--- config.mk ---
export PLATFORM = sky130hd
export DESIGN_NAME = apb_cmd_master
export DESIGN_NICKNAME = d
export VERILOG_FILES = /design/src/rtl/apb_cmd_pkg.sv /design/src/rtl/apb_wdog.sv /design/src/rtl/apb_cmd_master.sv
export SDC_FILE = /design/constraint.sdc
export NUM_CORES = 1
export LEC_CHECK = 0
export CORE_MARGIN = 2
export CORE_UTILIZATION = 41
export DETAILED_ROUTE_END_ITERATION = 12
export PLACE_DENSITY = 0.81
export SLEW_MARGIN = 40
export SYNTH_ARGS = -nofsm -noshare
export SYNTH_HDL_FRONTEND = slang
export SYNTH_SLANG_ARGS = --single-unit
--- constraint.sdc ---
create_clock -name CLK -period 2 [get_ports CLK]
set_input_delay 0.5 -clock CLK [delete_from_list [all_inputs] [get_ports CLK]]
set_output_delay 0.5 -clock CLK [all_outputs]
set_load 0.005 [all_outputs]
--- src/rtl/apb_cmd_pkg.sv ---
// Shared types and defaults for the APB command master.
// Optional ACCESS-phase timeout is enabled by defining APB_TIMEOUT_EN.
package apb_cmd_pkg;

  localparam int DEF_ADDR_WIDTH = 32;
  localparam int DEF_DATA_WIDTH = 32;
  localparam int DEF_TIMEOUT    = 1024;

  typedef enum logic [1:0] {
    ST_IDLE   = 2'd0,
    ST_SETUP  = 2'd1,
    ST_ACCESS = 2'd2,
    ST_RESP   = 2'd3
  } state_e;

endpackage

--- src/rtl/apb_wdog.sv ---
// ACCESS-phase wait counter; expire pulses on the LIMIT-th enabled cycle.
// Only instantiated when APB_TIMEOUT_EN is defined.
module apb_wdog #(
  parameter int LIMIT = 1024
) (
  input  logic clk,
  input  logic rst_n,
  input  logic enable,
  input  logic clear,
  output logic expire
);

  localparam int CW = $clog2(LIMIT + 1);

  logic [CW-1:0] cnt_q;

  assign expire = enable && (cnt_q == CW'(LIMIT - 1));

  always_ff @(posedge clk or negedge rst_n) begin
    if (!rst_n) begin
      cnt_q <= '0;
    end else if (clear) begin
      cnt_q <= '0;
    end else if (enable && !expire) begin
      cnt_q <= cnt_q + 1'b1;
    end
  end

endmodule

--- src/rtl/apb_cmd_master.sv ---
// Single-outstanding command-to-APB initiator with registered APB outputs.
// Define APB_TIMEOUT_EN to bound the ACCESS-phase wait at TIMEOUT_CYCLES.
module apb_cmd_master
  import apb_cmd_pkg::*;
#(
  parameter int ADDR_WIDTH     = DEF_ADDR_WIDTH,
  parameter int DATA_WIDTH     = DEF_DATA_WIDTH,
  parameter int TIMEOUT_CYCLES = DEF_TIMEOUT
) (
  input  logic                  CLK,
  input  logic                  RESETN,
  input  logic                  REQ_VALID,
  output logic                  REQ_READY,
  input  logic                  REQ_WRITE,
  input  logic [ADDR_WIDTH-1:0] REQ_ADDR,
  input  logic [DATA_WIDTH-1:0] REQ_WDATA,
  output logic                  RSP_VALID,
  input  logic                  RSP_READY,
  output logic [DATA_WIDTH-1:0] RSP_RDATA,
  output logic                  RSP_SLVERR,
  output logic                  RSP_TIMEOUT,
  output logic [ADDR_WIDTH-1:0] PADDR,
  output logic                  PSEL,
  output logic                  PENABLE,
  output logic                  PWRITE,
  output logic [DATA_WIDTH-1:0] PWDATA,
  input  logic [DATA_WIDTH-1:0] PRDATA,
  input  logic                  PREADY,
  input  logic                  PSLVERR
);

  state_e state_q, state_d;
  logic   ready_q;
  logic   hs;
  logic   apb_done;
  logic   expire;

  assign REQ_READY = ready_q;
  assign hs        = REQ_VALID & ready_q;
  assign apb_done  = PSEL & PENABLE & PREADY;

`ifdef APB_TIMEOUT_EN
  logic wd_en;
  logic wd_clr;

  assign wd_en  = (state_q == ST_ACCESS) & ~PREADY;
  assign wd_clr = (state_q == ST_SETUP);

  apb_wdog #(
    .LIMIT (TIMEOUT_CYCLES)
  ) u_wdog (
    .clk    (CLK),
    .rst_n  (RESETN),
    .enable (wd_en),
    .clear  (wd_clr),
    .expire (expire)
  );
`else
  logic unused_timeout;
  assign unused_timeout = ^TIMEOUT_CYCLES;
  assign expire         = 1'b0;
`endif

  always_ff @(posedge CLK or negedge RESETN) begin
    if (!RESETN) begin
      state_q <= ST_IDLE;
    end else begin
      state_q <= state_d;
    end
  end

  always_comb begin
    state_d = state_q;
    unique case (state_q)
      ST_IDLE:   if (hs) state_d = ST_SETUP;
      ST_SETUP:  state_d = ST_ACCESS;
      ST_ACCESS: if (apb_done || expire) state_d = ST_RESP;
      ST_RESP:   if (RSP_READY) state_d = ST_IDLE;
      default:   state_d = ST_IDLE;
    endcase
  end

  // Outputs follow the next state so they toggle with it, from flops only.
  always_ff @(posedge CLK or negedge RESETN) begin
    if (!RESETN) begin
      ready_q     <= 1'b0;
      PSEL        <= 1'b0;
      PENABLE     <= 1'b0;
      PWRITE      <= 1'b0;
      PADDR       <= '0;
      PWDATA      <= '0;
      RSP_VALID   <= 1'b0;
      RSP_RDATA   <= '0;
      RSP_SLVERR  <= 1'b0;
      RSP_TIMEOUT <= 1'b0;
    end else begin
      ready_q   <= (state_d == ST_IDLE);
      PSEL      <= (state_d == ST_SETUP) || (state_d == ST_ACCESS);
      PENABLE   <= (state_d == ST_ACCESS);
      RSP_VALID <= (state_d == ST_RESP);
      if (hs) begin
        PADDR  <= REQ_ADDR;
        PWRITE <= REQ_WRITE;
        PWDATA <= REQ_WRITE ? REQ_WDATA : '0;
      end
      if (state_q == ST_ACCESS) begin
        if (apb_done) begin
          RSP_RDATA   <= PWRITE ? '0 : PRDATA;
          RSP_SLVERR  <= PSLVERR;
          RSP_TIMEOUT <= 1'b0;
        end else if (expire) begin
          RSP_RDATA   <= '0;
          RSP_SLVERR  <= 1'b1;
          RSP_TIMEOUT <= 1'b1;
        end
      end
    end
  end

endmodule

## Yosys cells after proc, flatten, opt, wreduce, memory -nomap -nowiden

Cells that the tools add are included.

- Register bits after elaboration: 104
- Latch bits: 0
- Memory bits (writable): 0
- Memory bits (read-only): 0
- Input bits: 103
- Output and inout bits: 103
- Word-level logic and storage cells: 29
- Memories: 0

- Add/subtract/negate cells: 0
- $mul: 0
- Div/mod/pow operators: 0
- Magnitude comparators: 0
- Equal/unequal tests: 6
- Shift operators: 0
- Multiplexer cells: 6
- Bitwise gates (word level): 3
- Reduce and logical (&&, ||, !) cells: 4

Operator list:

| cell | number |
|---|---|
| 2-to-1 mux 32 bit | 2 |
| == test 2 bit (second input constant) | 4 |
| one-hot mux 2 bit (4 select lines) | 1 |
| 2-to-1 mux 2 bit | 3 |
| == test 2 x 1 -> 1 bit (second input constant) | 2 |
| logical NOT 2 bit | 2 |
| AND 1 bit | 3 |
| AND reduction 2 bit | 1 |
| logical OR 1 bit | 1 |

## Logic depth before layout (Yosys ltp)

Gate-level depths: netlist (run 1).

- Depth after elaboration: 6
- Gate-level depth with buffers: 5
- Gate-level depth less buffers: 4

## Least setup slack after synthesis (run 1)

OpenSTA, ideal clock, no wires.

- Path type: input -> register
- From: in REQ_VALID
- To: reg RSP_VALID
- Library setup time: 122 ps
- Arrival time: 1418 ps
- Data required time: 1878 ps
- Slack: 461 ps
- Stages: 5
- Path buffers: 2
- Cells stage by stage: nand2_1 -> buf_2 -> buf_2 -> o221ai_1 -> ha_1

- Word-level cells in the longest chain between the ends: 4

Ends and longest elaborated chain:

| item | line | source |
|---|---|---|
| start, declared | apb_cmd_master.sv:12 | `input logic REQ_VALID,` |
| AND 1 bit | apb_cmd_master.sv:39 | `assign hs = REQ_VALID & ready_q;` |
| 2-to-1 mux 2 bit | apb_cmd_master.sv:75 | `ST_IDLE: if (hs) state_d = ST_SETUP;` |
| one-hot mux 2 bit (4 select lines) | apb_cmd_master.sv:74 | `unique case (state_q)` |
| net state_d[0] | apb_cmd_master.sv:32 | `state_e state_q, state_d;` |
| == test 2 bit | apb_cmd_master.sv:100 | `RSP_VALID <= (state_d == ST_RESP);` |
| end signal, assigned | apb_cmd_master.sv:100 |  |
| end, declared | apb_cmd_master.sv:17 | `output logic RSP_VALID,` |

The timed path passes the listed nets, and every way through them passes these cells.
A chain may end at the register's enable or synchronous reset.

## Final worst setup path (run 1)

- From: reg ready_q (netlist: REQ_READY)
- To: out REQ_READY

RTL lines:

| item | line | source |
|---|---|---|
| start, declared | apb_cmd_master.sv:33 | `logic ready_q;` |
| start signal, assigned | apb_cmd_master.sv:97 | `ready_q <= (state_d == ST_IDLE);` |
| end, declared | apb_cmd_master.sv:13 | `output logic REQ_READY,` |

No word-level cell between the ends.

==> summary.md, run 1 <==
| Metric | Value |
|---|---|
| Run status | `completed` |
| Row count | `37` |
| Synthesized-area fraction occupied by ao, oa, aoi and oai cells | `4.21%` |
| Critical path arrival | `1.36 ns` |
| Number of H-tree levels | `3` |
| Final worst hold slack | `0.0403 ns` |
| Path length in cells of the critical path | `1` |
| Pwr Density | `1390 nW/um2` |
| Initial antenna violation count | `0` |
| Critical path launch point type | `flop` |
| Finished Cell Area | `6800 um2` |
| Synth Area in Simple Gates | `11.6%` |
| Number of global-route vias before repair | `3388` |
| Critical path capture point type | `output pin` |
| Count of fill cells added during filler insertion | `801` |
| DRT iter0 DRCs | `101` |
| Inserted Clock Buffers | `9` |
| List of cells traversed by the critical path | `clkdlybuf4s50_1` |
| Max rail drop VDD | `0.000828 V` |
| Count of antenna-violating nets left after detailed routing | `0` |
| Die Outline Area | `11300 um2` |
| Final critical delay including setup and external delays | `1.86 ns` |
| Number of register bits inferred by synthesis | `104` |
| Cell leakage power | `3.03 nW` |
| Data required time at the worst endpoint | `1.50 ns` |
| Fraction of final layout cells sized beyond drive strength 1 | `18.2%` |
| Maximum fanout along the worst path | `2` |
| Final sum of negative setup slack | `0 ns` |
| Total DRC errors in the routed layout | `0` |
| Library cell used as clock root buffer | `sky130_fd_sc_hd__clkbuf_8` |
| Area Overhead vs Synth | `58.7%` |
| Clock transition at the registers of the reported paths | `0.10 ns` |
| Gate count of the mapped netlist | `333` |
| Cell family contributing the most delay on the critical path | `buffers and inverters` |
| Ant diodes | `0` |
| Achievable frequency | `539 MHz` |
| Final layout net count | `644` |
| Period utilisation layout | `92.8%` |
| Count of buffering cells on the critical path with inverters included | `1` |
| Initial core utilization | `41.9%` |
| Core Area | `10200 um2` |
| Cell types occupying the most area after synthesis | `sky130_fd_sc_hd__dfrtp_1 61%, sky130_fd_sc_hd__mux2_2 10%, sky130_fd_sc_hd__mux2_4 9.8%, sky130_fd_sc_hd__nand2_1 5.9%, sky130_fd_sc_hd__nor2b_1 4.4%` |
| I/O pin count | `206` |
| I/O Buffers | `204` |
| TritonRoute pass-1 iters | `4` |
| WL/cell | `15.4 um` |
| Post-Synthesis Mean Instance Area | `12.9 um2` |
| Max stage delay on crit path | `0.54 ns` |
| Synth Area in XOR/XNOR | `0%` |
| Async S/R FF share, synth | `100%` |
| Count of flip-flops with a built-in enable after synthesis | `0` |
| Via density per instance | `4.68` |
| Post-synth cell types | `21` |
| Post-synth net total | `439` |
| Die height | `106 um` |
| Setup skew after layout | `0.0114 ns` |
| Number of violations of the max-capacitance limit | `0` |
| Syn. warnings | `0` |
| Post-synthesis adder-cell area fraction | `0.876%` |
| Cell count of the worst reg-to-reg path | `3` |
| Buffers from clock root to sink, at most | `2` |
| Worst hold-check path type | `in2async` |
| Wirelength, routed | `10500 um` |
| Synth top area share | `60.8%` |
| TritonCTS clock tree | `yes` |
| # resized after CTS | `0` |
| Sum of overflow across all layers after global routing | `0` |
| First-pass GRT wire length | `16800 um` |
| RSZ-0062 raised after global routing | `false` |
| Clock network latency to the later pin of the worst-skew pair | `0.36 ns` |
| Hold-fix buffers, CTS | `0` |
| Portion of the post-synthesis area used by sequential elements | `60.8%` |
| Pin count of the biggest net entering global routing | `52` |
| Die width | `106 um` |
| Flip-flop cell with the highest count after synthesis | `sky130_fd_sc_hd__dfrtp_1` |
| Largest family of logic cells by synthesized area | `multiplexers` |
| Multiplexer share of the synthesized area | `19.8%` |
| Final-report hold violation count | `0` |
| Cell type with the largest total area after synthesis | `sky130_fd_sc_hd__dfrtp_1` |
| CTS Sinks | `104` |
| Final HPWL DP | `7950 um` |
| Cell with the largest stage delay on the worst path | `sky130_fd_sc_hd__clkdlybuf4s50_1` |
| Class of the most critical setup path | `reg2out` |
| Most numerous cell in the Yosys netlist | `sky130_fd_sc_hd__dfrtp_1` |
| Total standard cell area after synthesis | `4280 um2` |
| Endpoints failing setup | `0` |
| Total via count in the routed design | `3178` |
| Overall Global Routing Usage | `19.1%` |
| Ranking of synthesized cells by instance count | `104 x sky130_fd_sc_hd__dfrtp_1, 67 x sky130_fd_sc_hd__nand2_1, 38 x sky130_fd_sc_hd__mux2_2, 30 x sky130_fd_sc_hd__nor2b_1, 29 x sky130_fd_sc_hd__o21ai_0` |
| GP Congestion | `0.757` |
| Cell area after placement | `6530 um2` |
| Max Transition Viols Final | `0` |
| Count of buffers added by post-CTS timing repair for setup | `0` |
## through the flow
stage                     utilization, %  total power, mW  cells  setup WS [ns]
final                               66.4             9.48    679          0.145
after global routing                66.4             10.1    679          0.104
after CTS                           66.4             9.60    679          0.125
after detailed placement            63.9             7.94    663          0.108
after global placement              63.9             7.78    663          0.139
after floorplan                        -             5.30    333          0.461
## final cells by class
type / instances / area, um2 / share of cell area (%)
repair buffers: 215 / 2180 / 32.1
flip-flops and latches: 104 / 2600 / 38.3
inverters: 1 / 3.75 / 0.0552
multi-input cells: 207 / 1570 / 23.1
clock buffers: 12 / 165 / 2.43
clock inverters: 4 / 98.8 / 1.45
well taps: 136 / 170 / 2.50
## power by group
part           internal [mW]  leakage [nW]  switching (mW)
combinational           2.83          1.59            1.38
sequential              3.08          1.30           0.547
clock                  0.937         0.133           0.701
## path summary, 6_finish.rpt
path                                  from            end  slack [ns]
worst max-delay path             REQ_READY      REQ_READY        0.14
worst min-delay path                RESETN  RSP_RDATA[14]        0.04
worst max register to register  state_q[1]           PSEL        0.52
worst min register to register   PWDATA[7]      PWDATA[7]        0.49
max in group asynchronous           RESETN      PWDATA[2]        1.38
min in group CLK                 PWDATA[7]      PWDATA[7]        0.49
## flip-flops by register name (all words and copies together) (netlist names)
register and flops:
PENABLE 1, state_q 2, REQ_READY 1, PSEL 1, RSP_RDATA 32, PWDATA 32
RSP_VALID 1, PWRITE 1, PADDR 32, RSP_SLVERR 1
## layout by cell type (no fill, tap or decap)
master,n
sky130_fd_sc_hd__nand3_1,1
sky130_fd_sc_hd__inv_1,1
sky130_fd_sc_hd__nand4_4,1
sky130_fd_sc_hd__clkbuf_8,12
sky130_fd_sc_hd__or2_2,1
sky130_fd_sc_hd__dfrtp_1,104
sky130_fd_sc_hd__buf_4,7
sky130_fd_sc_hd__clkinv_4,1
sky130_fd_sc_hd__nand2_4,1
sky130_fd_sc_hd__and2b_1,2
sky130_fd_sc_hd__o221ai_1,1
sky130_fd_sc_hd__o221a_2,1
sky130_fd_sc_hd__buf_12,5
sky130_fd_sc_hd__clkdlybuf4s50_1,203
sky130_fd_sc_hd__nor2b_1,30
sky130_fd_sc_hd__o21ai_1,3
sky130_fd_sc_hd__conb_1,1
sky130_fd_sc_hd__o21ai_0,29
sky130_fd_sc_hd__nand2_1,66
sky130_fd_sc_hd__mux2_2,38
sky130_fd_sc_hd__ha_1,3
sky130_fd_sc_hd__bufinv_16,3
sky130_fd_sc_hd__mux2_4,28
sky130_fd_sc_hd__nor2b_2,1
## cell families (layout without fill, tap and decap cells)
logic type / count (synthesis) / in the layout
buffers and inverters: 22 / 232
AOI/OAI and AO/OA: 34 / 34
muxes: 66 / 66
other: 1 / 1
and+or+nand+nor: 103 / 103
adders and majority gates: 3 / 3
DFF: 104 / 104
## per-layer routing
metal	global-route usage, %	wire length, um	vias up
li1	-	-	1505
met1	23.2	4270	1524
met2	31.9	5150	130
met3	6.13	838	19
met4	7.05	228	0
met5	0	0	-
Power figures use the tool's default switching activity.
==> inputs of run 2 (changes only) <==
--- a/config.mk
+++ b/config.mk
@@ -8,4 +8,5 @@
 export CORE_MARGIN = 2
 export CORE_UTILIZATION = 41
+export CTS_CLUSTER_DIAMETER = 40
 export DETAILED_ROUTE_END_ITERATION = 12
 export PLACE_DENSITY = 0.81
==> constraint.sdc (replaced) <==
create_clock -name CLK -period 2 [get_ports CLK]
set_input_delay 0.5 -clock CLK [delete_from_list [all_inputs] [get_ports CLK]]
set_output_delay 0.5 -clock CLK [all_outputs]
set_load 0.02 [all_outputs]
==> results of run 2 <==
The final DEF is identical to that of run 1. Status: completed.
Main changes from that run: setup slack after layout 0.145 ns -> 0.0417 ns; total power 9.48 mW -> 10.6 mW; worst IR drop on VDD 0.000828 V -> 0.000943 V
